===== config.mk =====
export PLATFORM = sky130hd
export DESIGN_NAME = axi4lite_read_arbiter_flat
export DESIGN_NICKNAME = d
export VERILOG_FILES = /design/src/rtl/axi4lite_read_arbiter_pkg.sv /design/src/rtl/axi4lite_read_if.sv /design/src/rtl/axi4lite_read_arbiter_picker.sv /design/src/rtl/axi4lite_read_arbiter.sv /design/src/flat_wrapper.sv
export SDC_FILE = /design/constraint.sdc
export NUM_CORES = 1
export LEC_CHECK = 0
export ABC_AREA = 1
export CORE_MARGIN = 4
export CORE_UTILIZATION = 22
export CTS_CLUSTER_SIZE = 14
export DETAILED_ROUTE_END_ITERATION = 16
export PLACE_DENSITY = 0.84
export SLEW_MARGIN = 5
export SYNTH_ARGS = -nofsm -noshare
export SYNTH_HDL_FRONTEND = slang
export SYNTH_SLANG_ARGS = --single-unit

===== constraint.sdc =====
create_clock -name clk -period 1.3 [get_ports clk]
set_input_delay 0.195 -clock clk [delete_from_list [all_inputs] [get_ports clk]]
set_output_delay 0.195 -clock clk [all_outputs]
set_load 0.01 [all_outputs]

===== src/rtl/axi4lite_read_arbiter_pkg.sv =====
// Shared types for the two-requester AXI4-Lite read arbiter.
// Provides FSM state, grant id and bus widths.
package AXI4LiteArbPkg;

  localparam int AW = 32;
  localparam int DW = 32;

  typedef enum logic [1:0] {
    IDLE,
    ADDR,
    DATA
  } ArbState;

  typedef enum logic {
    GNT_INST = 1'b0,
    GNT_DATA = 1'b1
  } ArbGnt;

endpackage


===== src/rtl/axi4lite_read_if.sv =====
// AXI4-Lite read channel bundle: addr/avalid/aready, data/dvalid/ready.
// Slave modport faces a requester, Master modport faces memory.
interface AXI4LiteReadIF;
  import AXI4LiteArbPkg::*;

  logic [AW-1:0] addr;
  logic          avalid;
  logic          aready;
  logic [DW-1:0] data;
  logic          dvalid;
  logic          ready;

  modport Slave (
    input  addr, avalid, ready,
    output aready, data, dvalid
  );

  modport Master (
    output addr, avalid, ready,
    input  aready, data, dvalid
  );

endinterface


===== src/rtl/axi4lite_read_arbiter_picker.sv =====
// Combinational winner select from req[1:0], last_gnt and consec.
// Ports: req (bit0 inst, bit1 data), last_gnt, consec -> pick.
module arb_picker
  import AXI4LiteArbPkg::*;
#(
  parameter int DATA_FIRST = 0,
  parameter int MAX_CONSEC = 4
) (
  input  logic [1:0] req,
  input  ArbGnt      last_gnt,
  input  logic [3:0] consec,
  output ArbGnt      pick
);

  logic tie_data;

  always_comb begin
    tie_data = (DATA_FIRST != 0)
             ? (consec != 4'(MAX_CONSEC))
             : (last_gnt == GNT_INST);
    pick = GNT_INST;
    unique case (1'b1)
      (req == 2'b10): pick = GNT_DATA;
      (req == 2'b11): pick = tie_data ? GNT_DATA : GNT_INST;
      default:        pick = GNT_INST;
    endcase
  end

endmodule


===== src/rtl/axi4lite_read_arbiter.sv =====
// Shares one AXI4-Lite read port between inst fetch and data read.
// Ports: clk, rst_n, inst_s/data_s (Slave), mem_m (Master).
module axi4lite_read_arbiter
  import AXI4LiteArbPkg::*;
#(
  parameter int DATA_FIRST = 0,
  parameter int MAX_CONSEC = 4
) (
  input logic           clk,
  input logic           rst_n,
  AXI4LiteReadIF.Slave  inst_s,
  AXI4LiteReadIF.Slave  data_s,
  AXI4LiteReadIF.Master mem_m
);

  ArbState       state, state_n;
  ArbGnt         gnt, gnt_n;
  ArbGnt         last_gnt, last_n;
  ArbGnt         pick;
  logic [3:0]    consec, consec_n;

  logic          in_addr, in_data, is_inst;
  logic          sel_avalid, sel_ready;
  logic [AW-1:0] sel_addr;

  arb_picker #(
    .DATA_FIRST (DATA_FIRST),
    .MAX_CONSEC (MAX_CONSEC)
  ) u_pick (
    .req      ({data_s.avalid, inst_s.avalid}),
    .last_gnt (last_gnt),
    .consec   (consec),
    .pick     (pick)
  );

  assign in_addr    = (state == ADDR);
  assign in_data    = (state == DATA);
  assign is_inst    = (gnt == GNT_INST);
  assign sel_avalid = is_inst ? inst_s.avalid : data_s.avalid;
  assign sel_addr   = is_inst ? inst_s.addr : data_s.addr;
  assign sel_ready  = is_inst ? inst_s.ready : data_s.ready;

  always_ff @(posedge clk or negedge rst_n) begin
    if (!rst_n) begin
      state    <= IDLE;
      gnt      <= GNT_INST;
      last_gnt <= GNT_DATA;
      consec   <= '0;
    end else begin
      state    <= state_n;
      gnt      <= gnt_n;
      last_gnt <= last_n;
      consec   <= consec_n;
    end
  end

  always_comb begin
    state_n  = state;
    gnt_n    = gnt;
    last_n   = last_gnt;
    consec_n = consec;
    unique case (state)
      IDLE: begin
        if (inst_s.avalid || data_s.avalid) begin
          state_n = ADDR;
          gnt_n   = pick;
          // consec only counts data wins that made inst wait
          if (pick == GNT_INST) begin
            consec_n = '0;
          end else if (inst_s.avalid &&
                       consec != 4'(MAX_CONSEC)) begin
            consec_n = consec + 4'd1;
          end
        end
      end
      ADDR: begin
        if (sel_avalid && mem_m.aready) begin
          state_n = DATA;
          last_n  = gnt;
        end
      end
      DATA: begin
        if (mem_m.dvalid && sel_ready) begin
          state_n = IDLE;
        end
      end
      default: state_n = IDLE;
    endcase
  end

  assign mem_m.avalid  = in_addr & sel_avalid;
  assign mem_m.addr    = in_addr ? sel_addr : '0;
  assign mem_m.ready   = in_data & sel_ready;

  assign inst_s.aready = in_addr & is_inst & mem_m.aready;
  assign data_s.aready = in_addr & ~is_inst & mem_m.aready;
  assign inst_s.dvalid = in_data & is_inst & mem_m.dvalid;
  assign data_s.dvalid = in_data & ~is_inst & mem_m.dvalid;
  assign inst_s.data   = (in_data & is_inst) ? mem_m.data : '0;
  assign data_s.data   = (in_data & ~is_inst) ? mem_m.data : '0;

endmodule


===== src/flat_wrapper.sv =====
// flat-port wrapper written by rule: the top's interface ports become plain ports
module axi4lite_read_arbiter_flat import AXI4LiteArbPkg::*;
#(
  parameter int DATA_FIRST = 0,
  parameter int MAX_CONSEC = 4
)
  (clk, rst_n, inst_s_addr, inst_s_avalid, inst_s_ready, inst_s_aready, inst_s_data, inst_s_dvalid, data_s_addr, data_s_avalid, data_s_ready, data_s_aready, data_s_data, data_s_dvalid, mem_m_addr, mem_m_avalid, mem_m_ready, mem_m_aready, mem_m_data, mem_m_dvalid);
  AXI4LiteReadIF inst_s_i ();
  AXI4LiteReadIF data_s_i ();
  AXI4LiteReadIF mem_m_i ();
  input logic clk;
  input logic rst_n;
  input wire logic [$bits(inst_s_i.addr)-1:0] inst_s_addr;
  input wire logic [$bits(inst_s_i.avalid)-1:0] inst_s_avalid;
  input wire logic [$bits(inst_s_i.ready)-1:0] inst_s_ready;
  output wire logic [$bits(inst_s_i.aready)-1:0] inst_s_aready;
  output wire logic [$bits(inst_s_i.data)-1:0] inst_s_data;
  output wire logic [$bits(inst_s_i.dvalid)-1:0] inst_s_dvalid;
  input wire logic [$bits(data_s_i.addr)-1:0] data_s_addr;
  input wire logic [$bits(data_s_i.avalid)-1:0] data_s_avalid;
  input wire logic [$bits(data_s_i.ready)-1:0] data_s_ready;
  output wire logic [$bits(data_s_i.aready)-1:0] data_s_aready;
  output wire logic [$bits(data_s_i.data)-1:0] data_s_data;
  output wire logic [$bits(data_s_i.dvalid)-1:0] data_s_dvalid;
  output wire logic [$bits(mem_m_i.addr)-1:0] mem_m_addr;
  output wire logic [$bits(mem_m_i.avalid)-1:0] mem_m_avalid;
  output wire logic [$bits(mem_m_i.ready)-1:0] mem_m_ready;
  input wire logic [$bits(mem_m_i.aready)-1:0] mem_m_aready;
  input wire logic [$bits(mem_m_i.data)-1:0] mem_m_data;
  input wire logic [$bits(mem_m_i.dvalid)-1:0] mem_m_dvalid;
  assign inst_s_i.addr = inst_s_addr;
  assign inst_s_i.avalid = inst_s_avalid;
  assign inst_s_i.ready = inst_s_ready;
  assign inst_s_aready = inst_s_i.aready;
  assign inst_s_data = inst_s_i.data;
  assign inst_s_dvalid = inst_s_i.dvalid;
  assign data_s_i.addr = data_s_addr;
  assign data_s_i.avalid = data_s_avalid;
  assign data_s_i.ready = data_s_ready;
  assign data_s_aready = data_s_i.aready;
  assign data_s_data = data_s_i.data;
  assign data_s_dvalid = data_s_i.dvalid;
  assign mem_m_addr = mem_m_i.addr;
  assign mem_m_avalid = mem_m_i.avalid;
  assign mem_m_ready = mem_m_i.ready;
  assign mem_m_i.aready = mem_m_aready;
  assign mem_m_i.data = mem_m_data;
  assign mem_m_i.dvalid = mem_m_dvalid;
  axi4lite_read_arbiter #(.DATA_FIRST(DATA_FIRST), .MAX_CONSEC(MAX_CONSEC)) u_core (.clk(clk), .rst_n(rst_n), .inst_s(inst_s_i), .data_s(data_s_i), .mem_m(mem_m_i));
endmodule

== Word level (Yosys, flattened, before mapping) ==
Cells that the tools add are included.
Cells by class
  equal/unequal tests: 7
  muxes and demuxes: 12
  bitwise logic cells: 11
  reduce and logical (&&, ||, !) cells: 7
Operators by type and width (number)
  $mux W32: 4
  $and A1 B1 Y1: 10
  $eq A2 B2 Y1 const B: 3
  $mux W2: 3
  $pmux W2 S3: 1
  $ne A2 B2 Y1 const B: 2
  $reduce_and A2 Y1: 2
  $mux W1: 3
  $reduce_and A3 Y1: 1
  $eq A2 B1 Y1 const B: 1
  $logic_and A1 B1 Y1: 2
  $logic_not A2 Y1: 1
  $ne A2 B1 Y1 const B: 1
  $pmux W1 S2: 1
  $logic_or A1 B1 Y1: 1
  $not A1 Y1: 1
Word-level totals
  register bits: 4
  input port bits: 104
  output and inout port bits: 102
  word-level logic and storage cells: 40

== Logic depth before layout (Yosys ltp) ==
  depth after elaboration: 4
  depth in mapped cells: 6
  depth with buffers taken out: 6

== Hierarchy ==
From an unflattened synthesis, not the netlist that was laid out.
Second synthesis, totals
  cells, all modules: 283
  area, all modules: 1483.9 sq um
Modules (own cells, without submodules)
  axi4lite_read_arbiter: times used 1, cells an instance 281, area an instance 1471.4 sq um, sequential area each 201.4 sq um
  arb_picker: times used 1, cells an instance 2, area an instance 12.5 sq um, sequential area each 0.0 sq um

== Worst setup path before layout ==
OpenSTA, ideal clock, no wires.
  path type: register -> output
  start: register u_core.gnt
  end: output port inst_s_aready
  data arrival time: 1.006 ns
  required time: 1.105 ns
  path slack: 0.099 ns
  cell stages (with the launch flop): 4
  buffers on the path: 2
  cell sequence: dfrtp_1 > buf_4 > buf_4 > nor3_1
On the way
  longest elaborated chain between the ends: 3
RTL lines
  start, declared: RTL line axi4lite_read_arbiter.sv:17  | ArbGnt gnt, gnt_n;
  start signal, assigned: RTL line axi4lite_read_arbiter.sv:51  | gnt <= gnt_n;
  $not A1 Y1: RTL line axi4lite_read_arbiter.sv:38  | assign is_inst = (gnt == GNT_INST);
  $and A1 B1 Y1 (2 in a row): RTL line axi4lite_read_arbiter.sv:95  | assign inst_s.aready = in_addr & is_inst & mem_m.aready;
  end, declared: RTL line flat_wrapper.sv:16  | output wire logic [$bits(inst_s_i.aready)-1:0] inst_s_aready;
No other way between the ends.

== Worst setup path in the final report ==
  start: register u_core.state[0]
  end: output port data_s_data[30]
On the way
  longest elaborated chain between the ends: 3
RTL lines
  start, declared: RTL line axi4lite_read_arbiter.sv:16  | ArbState state, state_n;
  start signal, assigned: RTL line axi4lite_read_arbiter.sv:50  | state <= state_n;
  $eq A2 B2 Y1: RTL line axi4lite_read_arbiter.sv:37  | assign in_data = (state == DATA);
  $and A1 B1 Y1: RTL line axi4lite_read_arbiter.sv:100  | assign data_s.data = (in_data & ~is_inst) ? mem_m.data : '0;
  $mux W32: RTL line axi4lite_read_arbiter.sv:100
  end, declared: RTL line flat_wrapper.sv:23  | output wire logic [$bits(data_s_i.data)-1:0] data_s_data;
No other way between the ends.

==> flow_results.org <==
** Global routing
- Antenna violations before repair :: 0
- Entering global routing, the biggest net connects 25 pins.
- First-pass GRT wire length :: 9.76 mm
- Total GRT Usage :: 0.186
- Summed over all layers, the global routing overflow is 0.
- Via count of the first global-routing pass :: 2128

** STA
- Final count of hold timing violations :: 0
- The worst pin sits at a relative slew slack of 0.823.
- At the pin with the least slew margin, the transition time is 0.263 ns.
- Number of max-slew violations in the final report :: 0
- Maximum frequency from static timing analysis :: 623 MHz
- PnR worst setup slack :: -0.305 ns
- Crit path time final :: 1.60 ns
- Worst clock skew :: 0.00534 ns
- Setup violations remaining at the end of the flow were counted as 102.
- Final critical-path share of the clock period :: 1.23
- Setup repair after global routing could not meet its margin everywhere.

** Clock network
- The clock passes through at most 2 buffers.
- Clock tree from TritonCTS :: done
- Post-cts hold buffer count :: 0
- Maximum level of the CTS H-tree :: 1
- Root Buffer :: clkbuf_8
- After clock tree synthesis, the clock-pin slew on the worst setup and hold paths is 0.04 ns.
- Sinks on Clock Net :: 4
- For the worst-skew pair, the clock arrives at the later sink with an insertion delay of 0.22 ns.
- Num CTS Buffers :: 3

** Flow run
- MaxCap Viol Count :: 0

** Cells and area
- The library cells used most frequently in the layout, excluding fill and tap cells, are clkdlybuf4s50_1 (103), buf_2 (90), nand2_1 (62).
- Of the cells placed in the final design, the portion with a size suffix greater than 1 is 0.467.
- Most frequent standard cell in the layout excluding fill and tap cells :: clkdlybuf4s50_1
- Count of nets after finishing :: 585
- Antenna diodes :: 0
- Total non-filler cell area in the finished layout :: 0.00366 mm^2
- Fillcell total :: 436
- Compared with the post-synthesis result, the final layout area differs by 206%.

** Logic synthesis
- Mux share of post-synthesis cell area :: 0
- Synthesis handed over a netlist of 250 instances.
- Number of synthesized register bits :: 4
- Of the total synthesized cell area, the portion taken by XOR and XNOR cells is 0.
- Count of unique library cells instantiated by Yosys :: 18
- During synthesis, Yosys emitted a total of 0 warnings.
- Cell area after technology mapping :: 0.00119 mm^2
- The compound-gate portion of the synthesized area came to 0.147.
- Synthesis produced a netlist with a net count of 354.
- Dominant combinational cell family by area after synthesis :: simple AND/OR/NAND/NOR gates
- Adder-cell share of the synthesized area :: 0
- Of the synthesized area, sequential elements account for 0.0848.
- Dividing the synthesized area by the synthesized cell count gives 4.78 um^2.
- Of the total synthesized cell area, the portion taken by AND, OR, NAND and NOR gates is 0.524.

** Placement
- Half-perimeter wire length of the detailed placement result :: 5.79 mm
- At the placement stage, the worst setup path has a slack of -0.477 ns.
- Port bufs :: 205
- Standard cell area after detailed placement :: 0.00336 mm^2
- The congestion estimate from routability-driven global placement came to 0.870.

** Setup path
- Flop2flop setup slack :: 0 ns
- For the worst setup path, the data required time is 1.11 ns.
- Startpoint kind of the worst setup timing path :: register
- Maximum net fanout on the critical path :: 24
- Reg-to-reg endpoint :: u_core.state[1]
- Worst R2R Start :: u_core.gnt
- The critical path is of the register to output port type.
- Traced cell by cell, the critical path runs through nor2_4 > buf_6 > nand2_4 > buf_12 > nor2_1 > buf_2.
- Arrival time reported for the critical path endpoint :: 1.41 ns
- STA classifies the critical path endpoint as an output port.
- The largest single stage delay on the critical path is 0.44 ns.
- The worst register-to-register path has a depth of 9.
- Worst-path cell with the longest stage delay :: dfrtp_2

** Floorplan
- Starting utilization of the core area :: 0.231
- Die boundary height :: 81.7 um
- Overall die area :: 0.00667 mm^2
- IO Count :: 206
- Die outline width :: 81.7 um
- The floorplan has 26 rows.
- The floorplan step defined a core boundary enclosing 0.00517 mm^2.

** Routing
- The first detailed-routing pass took 4 iterations.
- The routed layout has 2427 vias.
- DRC :: 0
- Number of DRC violations after detailed-routing iteration 0 :: 65
- In the routed layout, each cell is associated on average with a via count of 4.41.
- For this block, the routed nets add up to 8.27 mm of wire.
- Average wire length per cell after detail routing :: 15.0 um
- The detail route stage leaves a number of antenna-violating nets equal to 0.

** Hold path
- Worst Hold Class :: input pin to asynchronous set/reset pin

** Power and ir drop
- Clock group share of total power :: 0.049
- The share of total power dissipated in combinational logic is 0.902.
- The internal power of the cells totals 2800 uW.
- Switching power as a share of total power :: 0.499
- Summed over all nets, the switching power comes to 2790 uW.
- Power spread over the standard cell area amounts to 1530 mW/mm^2.
- Cell leakage power :: 0.00193 uW
- The share of total power dissipated in sequential elements is 0.049.
- Peak VDD IR :: 1.33 mV

** Status
- The run finished, with violations left.
- Violations in the final reports :: negative setup slack
[area by class of cell]
type	count	area, um^2	area share
timing repair buffer	238	2070	0.565
multi-input combinational	197	1210	0.331
inverter	37	144	0.0393
sequential	4	104	0.0284
tap	70	87.6	0.0239
clock buffer	4	45.0	0.0123
[repair_timing]
action                     CTS  global route
setup buffers                7             5
cloned                       1             8
pin swaps                    3            15
setup endpoints to repair  102           104
gates resized for setup    398           143
[state kept, by name (all words and copies together) (netlist names)]
name and flops:
u_core.last_gnt 1, u_core.state 2, u_core.gnt 1
[worst max-delay path by stage]
stage	start	to	slack [ns]	cells after the start
finish	u_core.state[0]	data_s_data[30]	-0.30	6
global route	u_core.state[0]	data_s_data[30]	-0.35	6
CTS	u_core.gnt	mem_m_addr[20]	-0.29	5
detailed placement	u_core.state[0]	inst_s_data[20]	-0.48	4
global placement	u_core.gnt	inst_s_data[17]	-0.43	5
floorplan	u_core.gnt	inst_s_aready	0.1	3
[synthesized netlist by cell type]
| cell | n | share of area |
|---|---|---|
| buf_2 | 3 | 0.013 |
| and2_1 | 1 | 0.0052 |
| nand3_1 | 2 | 0.0084 |
| buf_4 | 4 | 0.025 |
| nor3_1 | 2 | 0.0084 |
| o21ai_0 | 2 | 0.0084 |
| inv_2 | 1 | 0.0031 |
| nand2_1 | 81 | 0.25 |
| nand2_2 | 1 | 0.0052 |
| clkbuf_8 | 3 | 0.035 |
| a21oi_1 | 33 | 0.14 |
| dfstp_2 | 1 | 0.022 |
| inv_1 | 36 | 0.11 |
| buf_6 | 6 | 0.057 |
| dfrtp_1 | 3 | 0.063 |
| nor2_1 | 68 | 0.21 |
| nand2_4 | 2 | 0.019 |
| nor2_4 | 1 | 0.0094 |
[cell families (layout without fill, tap and decap cells)]
group | Yosys count | after routing
AOI/OAI and AO/OA | 35 | 35
buffers and inverters | 53 | 279
DFF | 4 | 4
and+or+nand+nor | 158 | 162
[power groups by stage]
stage	logic, uW	registers (uW)	clock network (uW)
after floorplan	1890	232	0
final	5040	274	277
after CTS	3950	257	283
after global routing	5390	280	283
after detailed placement	4060	243	0
after global placement	4010	240	0
[through the flow]
stage          hold slack (ns)  setup TNS [ns]  power, uW   util  cells
2_1_floorplan           -0.101               0       2120      -    250
3_3_place_gp             0.410          -38.68       4250  0.650    525
3_5_place_dp             0.417          -40.68       4310  0.650    525
4_1_cts                  0.186          -20.85       4490  0.619    537
5_1_grt                  0.203          -26.64       5950  0.707    550
6_report                 0.185          -21.72       5590  0.707    550
[worst max-delay path: cells and delay by family (launching register included)]
kind | cells | cell delay [ns]
AND/OR/NAND/NOR | 3 | 0.32
flip-flops | 1 | 0.44
buffers and inverters | 3 | 0.43
[layer usage]
metal | share of wire | global-route usage
met2 | 0.53 | 0.372
met5 | 0 | 0
met1 | 0.34 | 0.184
met4 | 0.024 | 0.0548
met3 | 0.11 | 0.0504
No activity file was read; power rests on OpenSTA's default activity.
